===== config.mk =====
export PLATFORM = sky130hd
export DESIGN_NAME = add_arbiter
export DESIGN_NICKNAME = d
export VERILOG_FILES = /design/src/rtl/add_arb_pkg.sv /design/src/rtl/csadder.sv /design/src/rtl/rr_arbiter.sv /design/src/rtl/add_arbiter.sv
export SDC_FILE = /design/constraint.sdc
export NUM_CORES = 1
export LEC_CHECK = 0
export ABC_AREA = 1
export CAP_MARGIN = 20
export CELL_PAD_IN_SITES_DETAIL_PLACEMENT = 0
export CELL_PAD_IN_SITES_GLOBAL_PLACEMENT = 1
export CORE_UTILIZATION = 29
export CTS_BUF_LIST = sky130_fd_sc_hd__clkbuf_2 sky130_fd_sc_hd__clkbuf_4 sky130_fd_sc_hd__clkbuf_8
export CTS_CLUSTER_SIZE = 20
export DETAILED_ROUTE_END_ITERATION = 16
export GPL_TIMING_DRIVEN = 1
export MAX_ROUTING_LAYER = met4
export PLACE_DENSITY = 0.86
export SLEW_MARGIN = 15
export SYNTH_ARGS = -nofsm -noshare
export SYNTH_HDL_FRONTEND = slang
export SYNTH_SLANG_ARGS = --single-unit

===== constraint.sdc =====
create_clock -name clk -period 12.7 [get_ports clk]
set_clock_uncertainty 0.2 [all_clocks]
set_input_delay 1.905 -clock clk [delete_from_list [all_inputs] [get_ports clk]]
set_output_delay 1.905 -clock clk [all_outputs]
set_load 0.05 [all_outputs]

===== src/rtl/add_arb_pkg.sv =====
// Shared definitions for the add_arbiter slice: operand width, response-register
// state encoding and helpers to access one requester's slice of a packed operand bus.
package add_arb_pkg;

    localparam int NREQ_DEFAULT = 4;
    localparam int NREQ_MAX     = 8;
    localparam int OPW          = 32;

    typedef enum logic [0:0] {
        EMPTY = 1'b0,
        FULL  = 1'b1
    } state_e;

    // Callers zero-extend their NREQ*OPW bus to the maximum requester count first.
    function automatic logic [OPW-1:0] op_slice(input logic [NREQ_MAX*OPW-1:0] vec,
                                                input int unsigned idx);
        return vec[idx*OPW +: OPW];
    endfunction

    function automatic logic [NREQ_MAX*OPW-1:0] op_pack(input logic [NREQ_MAX*OPW-1:0] vec,
                                                        input int unsigned idx,
                                                        input logic [OPW-1:0] val);
        logic [NREQ_MAX*OPW-1:0] res;
        res = vec;
        res[idx*OPW +: OPW] = val;
        return res;
    endfunction

endpackage


===== src/rtl/csadder.sv =====
// 32-bit carry-select adder: 4-bit blocks precompute both carry-in cases and the
// incoming block carry selects between them.
module csadder (
    input  logic [31:0] a,
    input  logic [31:0] b,
    input  logic        cin,
    output logic [31:0] s,
    output logic        cout
);

    localparam int BW = 4;
    localparam int NB = 32 / BW;

    logic [NB:0] carry_s;

    assign carry_s[0] = cin;

    for (genvar i = 0; i < NB; i++) begin : g_blk
        logic [BW:0] sum0_s;
        logic [BW:0] sum1_s;
        assign sum0_s = {1'b0, a[i*BW +: BW]} + {1'b0, b[i*BW +: BW]};
        assign sum1_s = {1'b0, a[i*BW +: BW]} + {1'b0, b[i*BW +: BW]} + 5'd1;
        assign s[i*BW +: BW] = carry_s[i] ? sum1_s[BW-1:0] : sum0_s[BW-1:0];
        assign carry_s[i+1]  = carry_s[i] ? sum1_s[BW]     : sum0_s[BW];
    end

    assign cout = carry_s[NB];

endmodule


===== src/rtl/rr_arbiter.sv =====
// Combinational round-robin pick: lowest asserted request at or after ptr, wrapping.
// Produces a one-hot grant (zero when nothing requests) and its encoded index.
module rr_arbiter #(
    parameter int NREQ = 4,
    parameter int IDW  = 2
) (
    input  logic [NREQ-1:0] req,
    input  logic [IDW-1:0]  ptr,
    output logic [NREQ-1:0] gnt,
    output logic [IDW-1:0]  gnt_idx
);

    // Scan candidates starting at the pointer; the first hit wins.
    always_comb begin
        logic found_s;
        int   cand_s;
        gnt     = '0;
        gnt_idx = '0;
        found_s = 1'b0;
        cand_s  = 0;
        for (int k = 0; k < NREQ; k++) begin
            cand_s = int'(ptr) + k;
            if (cand_s >= NREQ) begin
                cand_s = cand_s - NREQ;
            end else begin
                cand_s = cand_s;
            end
            if (!found_s && req[cand_s]) begin
                found_s      = 1'b1;
                gnt[cand_s]  = 1'b1;
                gnt_idx      = IDW'(cand_s);
            end else begin
                found_s = found_s;
            end
        end
    end

endmodule


===== src/rtl/add_arbiter.sv =====
// Round-robin sharing of one carry-select adder among NREQ requesters with a
// single-entry response register. Define ADD_ARBITER_SUB_EN to add per-requester subtract.
module add_arbiter
    import add_arb_pkg::*;
#(
    parameter int NREQ = NREQ_DEFAULT,
    parameter int IDW  = 2
) (
    input  logic                clk,
    input  logic                rst,
    input  logic [NREQ-1:0]     req_valid,
    output logic [NREQ-1:0]     req_ready,
    input  logic [NREQ*OPW-1:0] req_a,
    input  logic [NREQ*OPW-1:0] req_b,
    input  logic [NREQ-1:0]     req_cin,
`ifdef ADD_ARBITER_SUB_EN
    input  logic [NREQ-1:0]     req_sub,
`endif
    output logic                rsp_valid,
    input  logic                rsp_ready,
    output logic [IDW-1:0]      rsp_id,
    output logic [OPW-1:0]      rsp_s,
    output logic                rsp_cout,
    output logic                rsp_ov
);

    state_e                    state_r;
    logic [IDW-1:0]            ptr_r;
    logic [IDW-1:0]            rsp_id_r;
    logic [OPW-1:0]            rsp_s_r;
    logic                      rsp_cout_r;
    logic                      rsp_ov_r;

    logic [NREQ-1:0]           gnt_s;
    logic [IDW-1:0]            gnt_idx_s;
    logic                      can_accept_s;
    logic                      xfer_s;
    logic [NREQ_MAX*OPW-1:0]   a_ext_s;
    logic [NREQ_MAX*OPW-1:0]   b_ext_s;
    logic [OPW-1:0]            a_sel_s;
    logic [OPW-1:0]            b_sel_s;
    logic [OPW-1:0]            b_eff_s;
    logic                      cin_eff_s;
    logic [OPW-1:0]            sum_s;
    logic                      cout_s;
    logic                      ov_s;

    rr_arbiter #(
        .NREQ (NREQ),
        .IDW  (IDW)
    ) u_rr (
        .req     (req_valid),
        .ptr     (ptr_r),
        .gnt     (gnt_s),
        .gnt_idx (gnt_idx_s)
    );

    // Grant is computed from req_valid only, so req_ready never feeds back into it.
    always_comb begin
        can_accept_s = (state_r == EMPTY) || rsp_ready;
        if (can_accept_s && !rst) begin
            req_ready = gnt_s;
        end else begin
            req_ready = '0;
        end
        xfer_s = |req_ready;
    end

    // Operand mux from the granted requester, with optional subtract inversion.
    always_comb begin
        a_ext_s                 = '0;
        b_ext_s                 = '0;
        a_ext_s[NREQ*OPW-1:0]   = req_a;
        b_ext_s[NREQ*OPW-1:0]   = req_b;
        a_sel_s                 = op_slice(a_ext_s, 32'(gnt_idx_s));
        b_sel_s                 = op_slice(b_ext_s, 32'(gnt_idx_s));
`ifdef ADD_ARBITER_SUB_EN
        if (req_sub[gnt_idx_s]) begin
            b_eff_s   = ~b_sel_s;
            cin_eff_s = 1'b1;
        end else begin
            b_eff_s   = b_sel_s;
            cin_eff_s = req_cin[gnt_idx_s];
        end
`else
        b_eff_s   = b_sel_s;
        cin_eff_s = req_cin[gnt_idx_s];
`endif
    end

    csadder u_add (
        .a    (a_sel_s),
        .b    (b_eff_s),
        .cin  (cin_eff_s),
        .s    (sum_s),
        .cout (cout_s)
    );

    assign ov_s = (a_sel_s[OPW-1] == b_eff_s[OPW-1]) && (sum_s[OPW-1] != a_sel_s[OPW-1]);

    // Response register, FSM and round-robin pointer; fields hold while empty.
    always_ff @(posedge clk) begin
        if (rst) begin
            state_r    <= EMPTY;
            ptr_r      <= '0;
            rsp_id_r   <= '0;
            rsp_s_r    <= '0;
            rsp_cout_r <= 1'b0;
            rsp_ov_r   <= 1'b0;
        end else if (xfer_s) begin
            state_r    <= FULL;
            rsp_id_r   <= gnt_idx_s;
            rsp_s_r    <= sum_s;
            rsp_cout_r <= cout_s;
            rsp_ov_r   <= ov_s;
            if (gnt_idx_s == IDW'(NREQ - 1)) begin
                ptr_r <= '0;
            end else begin
                ptr_r <= gnt_idx_s + IDW'(1);
            end
        end else if ((state_r == FULL) && rsp_ready) begin
            state_r <= EMPTY;
        end else begin
            state_r <= state_r;
        end
    end

    assign rsp_valid = (state_r == FULL);
    assign rsp_id    = rsp_id_r;
    assign rsp_s     = rsp_s_r;
    assign rsp_cout  = rsp_cout_r;
    assign rsp_ov    = rsp_ov_r;

endmodule


==> flow_summary.toml, run 1 <==
[clock_network]
cts-resized-gates = 0
cts_tree = "yes"
clockBufferDepth = 2
cts.sinks = 39
clock-root-buffer = "clkbuf_8"
holdBufCountCts = 0
htree_levels = 2
insertion_delay_ns = 0.29
cts-buffers-inserted = 5
clk_pin_slew_worst_paths_ns = 0.08
post_cts_buffers = 0

[yosys]
synth_cell_types = 44
synth_top_area_cell = "dfxtp_1"
synth_area_leaders = "dfxtp_1, nor2_1, o21ai_0, ha_1, inv_1"
synth-seq-cells = 39
synth_area_per_cell_sq_um = 6.36
synth_area_sq_um = 5870
synth.top_cell.area_share_pct = 13.3
synth_nets = 1242
postSynthCellCount = 922
synth_seq_area_share_pct = 13.3
synth_warnings = 0

[floorplan]
ios = 308
start_util_pct = 29.9
die_area_sq_um = 20800
die_y_um = 144
rows = 51
chipWidth_um = 144
core_sq_um = 19700

[drt]
first_iter_violations = 291
vias = 7180
routed_via_density = 4.94
drc = 0
drt-total-wl_mm = 23.4
wire_per_inst_um = 16.1
drt-pass1-iter-count = 5
ant_nets = 0

[placed_design]
dp.cells = 1445
gp_congestion = 0.905
place_ws_ns = 4.43
io_buffers = 307
post-dp-hpwl_mm = 18.9

[timing]
rsz0062_at_grt = "no"
setup_viol = 0
worstMarginPinSlew_ns = 0.932
hold_viol = 0
fin_ws_ns = 4.75
slew_headroom_pct = 37.9
min_period_over_period_pct = 62.6
tns_ns = 0
maxSlewViolCount = 0
fmax_mhz = 126
period_needed_ns = 7.95

[worst_setup_path]
path_buf_inv = 5
ff2ff_setup_slack_ns = 5.77
cp_slowest_stage_delay_ns = 0.69
cp_max_fo = 73
worst-endpoint-arrival_ns = 7.90
rr_worst_depth = 30
slowest_stage = "clkinv_2"
cp-end-kind = "flop"
critical-path-top-delay-family = "simple AND/OR/NAND/NOR gates"
worst_path_most_repeated_cell = "nand3_1"
r2r_end = "rsp_ov"
reg2reg_from = "ptr_r[0]"
critPathKind = "in -> reg"
worstPathRequired_ns = 12.65
start_kind = "input port"

[grt]
grt_max_degree = 74
grt_usage_pct = 22.9
grt_pass1_vias = 6992
grt_first_pass_wirelength_mm = 36.0
antenna_found_initial = 0
grt.overflow.total = 0

[hold_path]
min_to = "rsp_valid"
hold_start = "rsp_valid"
hold_class = "reg -> reg"
hold-path-cell-count = 2

[finish]
final_core_util_pct = 47.0
nFillCells = 2105
drive_gt1_share_pct = 5.89
antenna_cells = 0
nets = 1507
areaGrowthSynthToFinish_pct = 57.5
instances_no_fill = 1453

[outcome]
outcome = "finished, final reports clean"

[job]
max_cap_violations = 0
[layout make-up]
class | count | area, sq um | area share [%]
flip-flops and latches | 39 | 781 | 8.45
clock inverters | 2 | 60.1 | 0.650
well taps | 265 | 332 | 3.59
repair buffers | 312 | 3110 | 33.7
clock buffers | 6 | 76.3 | 0.826
multi-input cells | 728 | 4490 | 48.6
inverters | 101 | 387 | 4.18
[per-layer routing]
| layer | global-route usage, % | part of all wire (%) | up-vias |
|---|---|---|---|
| met2 | 41.6 | 51 | 207 |
| met1 | 27.5 | 44 | 3274 |
| li1 | - | - | 3680 |
| met3 | 2.52 | 4.4 | 19 |
| met5 | - | 0 | - |
| met4 | 3.38 | 1.2 | 0 |
[logic make-up after synthesis]
| group | Yosys count | share of synthesized area, % |
|---|---|---|
| XOR/XNOR | 40 | 5.97 |
| flip-flops | 39 | 13.3 |
| AO/OA/AOI/OAI | 246 | 25.1 |
| AND/OR/NAND/NOR | 389 | 33.0 |
| buffers and inverters | 155 | 10.3 |
| adder cells (fa/ha/maj) | 53 | 12.3 |
[worst register-to-register path, delay by kind of cell, from the launching register on]
kind | cells | cell delay (ns)
xor+xnor | 1 | 0.25
simple gates | 17 | 2.38
flops | 1 | 0.60
fa+ha+maj | 3 | 1.10
compound gates | 3 | 0.55
buf+inv | 6 | 1.72
[cell usage in the layout (no fill, tap or decap), types with 2 or more instances in the layout]
cell,count
a21o_1,4
a21oi_1,19
a22oi_1,3
a31o_2,2
a31oi_1,5
a32oi_1,6
buf_4,5
bufinv_16,2
clkbuf_8,5
clkdlybuf4s50_1,307
clkinv_2,2
dfxtp_1,39
fa_1,8
ha_1,45
inv_1,95
inv_2,3
nand2_1,76
nand2_2,7
nand2_4,8
nand2_8,2
nand3_1,69
nand3_2,16
nand3_4,5
nand3b_1,3
nand3b_4,3
nand4_1,4
nor2_1,187
nor4_1,2
o211ai_1,13
o21ai_0,124
o221ai_1,7
o22ai_1,41
o32ai_1,17
or2_2,3
xnor2_1,11
xor2_1,29
[synthesized netlist by cell type (all sizes together)]
master  instances
nor2          189
o21ai         125
inv           100
nand2          93
nand3          90
clkbuf         47
ha             45
o22ai          41
dfxtp          39
xor2           29
a21oi          20
o32ai          17
o211ai         13
xnor2          11
fa              8
buf             7
o221ai          7
a32oi           6
nand3b          6
a31oi           5
nand4           5
a21o            4
a22oi           3
nor4            3
or2             3
a31o            2
a211oi          1
a21boi          1
a221oi          1
clkinv          1
[registers in the layout (all words and copies together) (netlist names)]
register   flops
rsp_s         32
ptr_r          2
rsp_id         2
rsp_cout       1
rsp_ov         1
rsp_valid      1
[metrics by stage]
| step | hold slack [ns] | instance area (sq um) |
|---|---|---|
| 2_1_floorplan | 0.362 | 5870 |
| 3_3_place_gp | 0.269 | 9100 |
| 3_5_place_dp | 0.273 | 9100 |
| 4_1_cts | 0.284 | 9240 |
| 5_1_grt | 0.322 | 9240 |
| 6_report | 0.282 | 9240 |
[worst max-delay path by stage]
stage / start / endpoint / depth (start not counted)
after global routing: req_valid[0] / rsp_s[23] / 29
after CTS: req_valid[0] / rsp_ov / 30
after floorplan: req_valid[3] / rsp_s[23] / 31
after global placement: req_valid[0] / rsp_ov / 29
final: req_valid[0] / rsp_ov / 29
after detailed placement: req_valid[0] / rsp_ov / 30
Power of run 1 is left out: the tool's default activity adds up to more than one toggle a clock period on the data nets, which glitch-free logic cannot reach.
==> inputs of run 2 (changes only) <==
- CORE_UTILIZATION: 29 -> 27
- PLACE_DENSITY: 0.86 -> 0.8
- clock period: 12.7 -> 7.9 ns (I/O delays scaled with it)
==> run 2 against run 1 <==
Non-clock buffer count grew 3; clock-buffer cell count did not move; flip-flop and latch count unchanged; design area grew 0.70%; routed wire length up 2.9%; global-route usage decreased by 1.2 points; register-to-register slack worse by 3.9 ns; final cell count is 1.0% higher; die area grew 7.3%; via count rose by 1.6%; setup slack got worse by 3.2 ns; sequential share of layout area is 0.059 points lower; largest cell class unchanged; highest routed layer unchanged.
==> flow_summary.toml, run 2 (synthesis gave the netlist of run 1 again) <==
[outcome]
outcome = "finished, final reports clean"

[finish]
nFillCells = 2213
instances_no_fill = 1468
nets = 1510
largest_reg_flops = 32
regArea_sq_um = 781
multi_input_area_sq_um = 4490
areaGrowthSynthToFinish_pct = 58.6
layout_commonest_cell = "clkdlybuf4s50_1"
drive_gt1_share_pct = 6.13
layout_common_cells = "clkdlybuf4s50_1, nor2_1, o21ai_0, inv_1, nand2_1"

[drt]
first_iter_violations = 314
drc = 0
ant_nets = 0
drt-total-wl_mm = 24.1
routed_via_density = 4.97
drt-pass1-iter-count = 5
vias = 7292
wire_per_inst_um = 16.4

[worst_setup_path]
cp-end-kind = "flop"
worst-endpoint-arrival_ns = 6.28
worstPathRequired_ns = 7.86
cp_max_fo = 39
worst_path_most_repeated_cell = "nand2_1"
slowest_stage = "clkdlybuf4s50_1"
cp_slowest_stage_delay_ns = 0.52
critPathKind = "in -> reg"
start_kind = "input port"

[grt]
antenna_found_initial = 2
grt_usage_pct = 21.6
grt_first_pass_wirelength_mm = 36.7
grt_max_degree = 132
grt_pass1_vias = 7085
grt.overflow.total = 0

[timing]
min_period_over_period_pct = 80.0
tns_ns = 0
fmax_mhz = 158
maxSlewViolCount = 0
hold_viol = 0
slew_headroom_pct = 42.2
period_needed_ns = 6.32
worstMarginPinSlew_ns = 0.865
rsz0062_at_grt = "no"
setup_viol = 0

[clock_network]
post_cts_buffers = 0
cts-buffers-inserted = 5
holdBufCountCts = 0
cts.sinks = 39
insertion_delay_ns = 0.29
clk_pin_slew_worst_paths_ns = 0.08
cts_tree = "yes"
cts-resized-gates = 0
clockBufferDepth = 2
htree_levels = 2
clock-root-buffer = "clkbuf_8"

[floorplan]
core_sq_um = 21200
ios = 308
die_y_um = 149
rows = 53
die_area_sq_um = 22300
start_util_pct = 27.7
chipWidth_um = 149

[placed_design]
post-dp-hpwl_mm = 19.9
io_buffers = 307
gp_congestion = 0.883
dp.cells = 1458

[hold_path]
hold_class = "reg -> reg"

[job]
max_cap_violations = 0
==> run 2: cell count changes in the layout (fill, tap and decap cells not counted), sizes merged <==
cell   delta
diode     +2
buf       +3
==> run 2: stage by stage <==
step	utilization, %	hold WS (ns)	setup slack (ns)	area (sq um)
6_report	44.0	0.285	1.58	9310
5_1_grt	44.0	0.317	1.03	9310
4_1_cts	44.0	0.290	1.55	9300
3_5_place_dp	43.3	0.279	1.27	9160
3_3_place_gp	43.3	0.269	1.37	9160
2_1_floorplan	-	0.362	2.18	5870
==> run 2: metal layers <==
layer  vias to the layer above  GRT usage [%]  wire (um)
met4                         0           6.68        584
met1                      3337           25.7      10300
li1                       3692              -          -
met3                        33           3.35       1330
met2                       230           37.2      11900
met5                         -              -          0
==> run 2: critical path: cells and delay by family <==
family / cells / cell delay, ns
simple gates: 21 / 2.44
fa+ha+maj: 2 / 0.66
buf+inv: 3 / 1.32
xor+xnor: 1 / 0.18
compound gates: 3 / 0.48
==> run 2: cell type report <==
class / instances / share of cell area, %
Antenna cell: 2 / 0.0538
Clock buffer: 6 / 0.820
Timing Repair Buffer: 315 / 33.9
Inverter: 101 / 4.15
Sequential cell: 39 / 8.39
Clock inverter: 2 / 0.645
Tap cell: 275 / 3.70
Multi-Input combinational cell: 728 / 48.3
==> run 2: worst paths after layout <==
path / startpoint / end / slack, ns / cells after the start
max: req_valid[0] / rsp_ov / 1.58 / 30
min reg2reg: rsp_valid / rsp_valid / 0.29 / 2
min: rsp_valid / rsp_valid / 0.29 / 2
max reg2reg: ptr_r[0] / rsp_ov / 1.85 / 31
Power of run 2 is left out for the same reason.
==> patch: new RTL, settings of run 2 <==
Build with the macro `ADD_ARBITER_SUB_EN` defined.
--- a/src/rtl/add_arbiter.sv
+++ b/src/rtl/add_arbiter.sv
@@ -1,4 +1,6 @@
 // Round-robin sharing of one carry-select adder among NREQ requesters with a
 // single-entry response register. Define ADD_ARBITER_SUB_EN to add per-requester subtract.
+`define ADD_ARBITER_SUB_EN
+
 module add_arbiter
     import add_arb_pkg::*;
Ports: changed (added req_sub); port bits go from 308 to 312. The function was not compared with the original's and may differ.
==> patch against run 2 <==
Hold slack got worse by 0.0019 ns; critical path depth shrank 2; count of clock-buffer cells in the layout shrank 1; worst setup slack got worse by 0.20 ns; final area rose by 3.0%; area after synthesis is 5.0% higher; via count increased by 2.7%; utilization fell by 0.60 points; routed wire length is 3.8% higher; sequential cell count did not move; sequential share of layout area is 0.25 points lower; critical path type unchanged.
Power is not shown: default switching activity piles up to over one toggle a cycle in this logic, so the estimate is an artifact.
==> patch: results (changes against run 2) <==
metric	value	unit	change
status	finished clean		
antenna_found_initial	0		-2
worstSkewPairLatency	0.30	ns	
worst-path-max-fanout	71		+82%
synth_compound_area_share	23.6	%	-1.5 points
inverters	93		-7.9%
min_to	rsp_id[1]		
wl_per_cell	16.6	um	+1.3%
routed-wl-met3	1.05	mm	-21%
cpPeakStageDelay	0.64	ns	+0.12 ns
ys_top_cells_by_area	nand2_1, dfxtp_1, ha_1		
initialDrtViolationCount	377		+20%
cp_data_arrival_time	6.48	ns	+0.20 ns
drive_gt1_share	6.05	%	-0.084 points
cpMaxStageDelayCell	buf_4		
yosysMostFrequentCell	nand2_1		
wl_met2	12.3	mm	+3.3%
synth-xor-area-share	10.2	%	+4.3 points
multiInputGateArea	4820	um2	+7.2%
timing.hold.ws	0.284	ns	-0.00188 ns
buf_share	33.3	%	-0.63 points
antenna_cells	0		-2
syn_nets	1278		+2.9%
synth_top_area_share	14.1	%	+0.76 points
flops_and_latches	39		unchanged
n_all_buffers	320		+1.6%
clkTransAtPathRegs	0.10	ns	+0.02 ns
synthAdderAreaFrac	11.7	%	-0.59 points
wirelength_met1	11.5	mm	+12%
hpwlAfterDp	21.0	mm	+5.7%
grt_pass1_wl	38.8	mm	+5.8%
grt_max_degree	72		-45%
setup.worst_path.start	req_valid[3]		
grt.total_usage	21.4	%	-0.27 points
yosysSeqAreaShare	12.7	%	-0.64 points
globalplace.congestion	0.914		+3.5%
clockNetworkAreaShare	0.966	%	-0.50 points
fillCellCount	2338		+5.6%
nets	1547		+2.5%
r2r_slack	1.41	ns	-0.44 ns
synth_top_cells_by_count	nand2_1, inv_1, a21oi_1, nand3_1, xor2_1		
dr.pass1.iters	7		+2
viasPerCell	4.98		+0.20%
min-delay-start	rsp_id[1]		
tightest_slew	0.875	ns	+0.00980 ns
num-multi-input-gates	764		+4.9%
grt_pass1_vias	7160		+1.1%
patch: cell count changes after synthesis, moves of 10 or more:
cell / run 2 / this run
a21oi_1: 19 / 78
a32oi_1: 6 / 51
buf_1: 5 / 15
nand2_1: 76 / 231
nor2_1: 187 / 54
o21ai_0: 124 / 41
o22ai_1: 41 / 12
o32ai_1: 17 / 0
xor2_1: 29 / 59
patch: per-stage QoR:
step	cells	instance area [um2]	setup WS, ns	util [%]
final	1504	9590	1.38	43.4
after global routing	1504	9590	0.833	43.4
after CTS	1504	9590	1.37	43.4
after detailed placement	1496	9490	1.07	43.0
after global placement	1496	9490	1.09	43.0
after floorplan	954	6160	2.10	-
patch: worst register-to-register path, delay by kind of cell, from the launching register on:
kind                     cells  cell delay (ns)
AND/OR/NAND/NOR             19             2.33
adder cells (fa/ha/maj)      4             1.35
buffers and inverters        5             1.30
flip-flops                   1             0.69
AO/OA/AOI/OAI                2             0.24
XOR/XNOR                     1             0.22
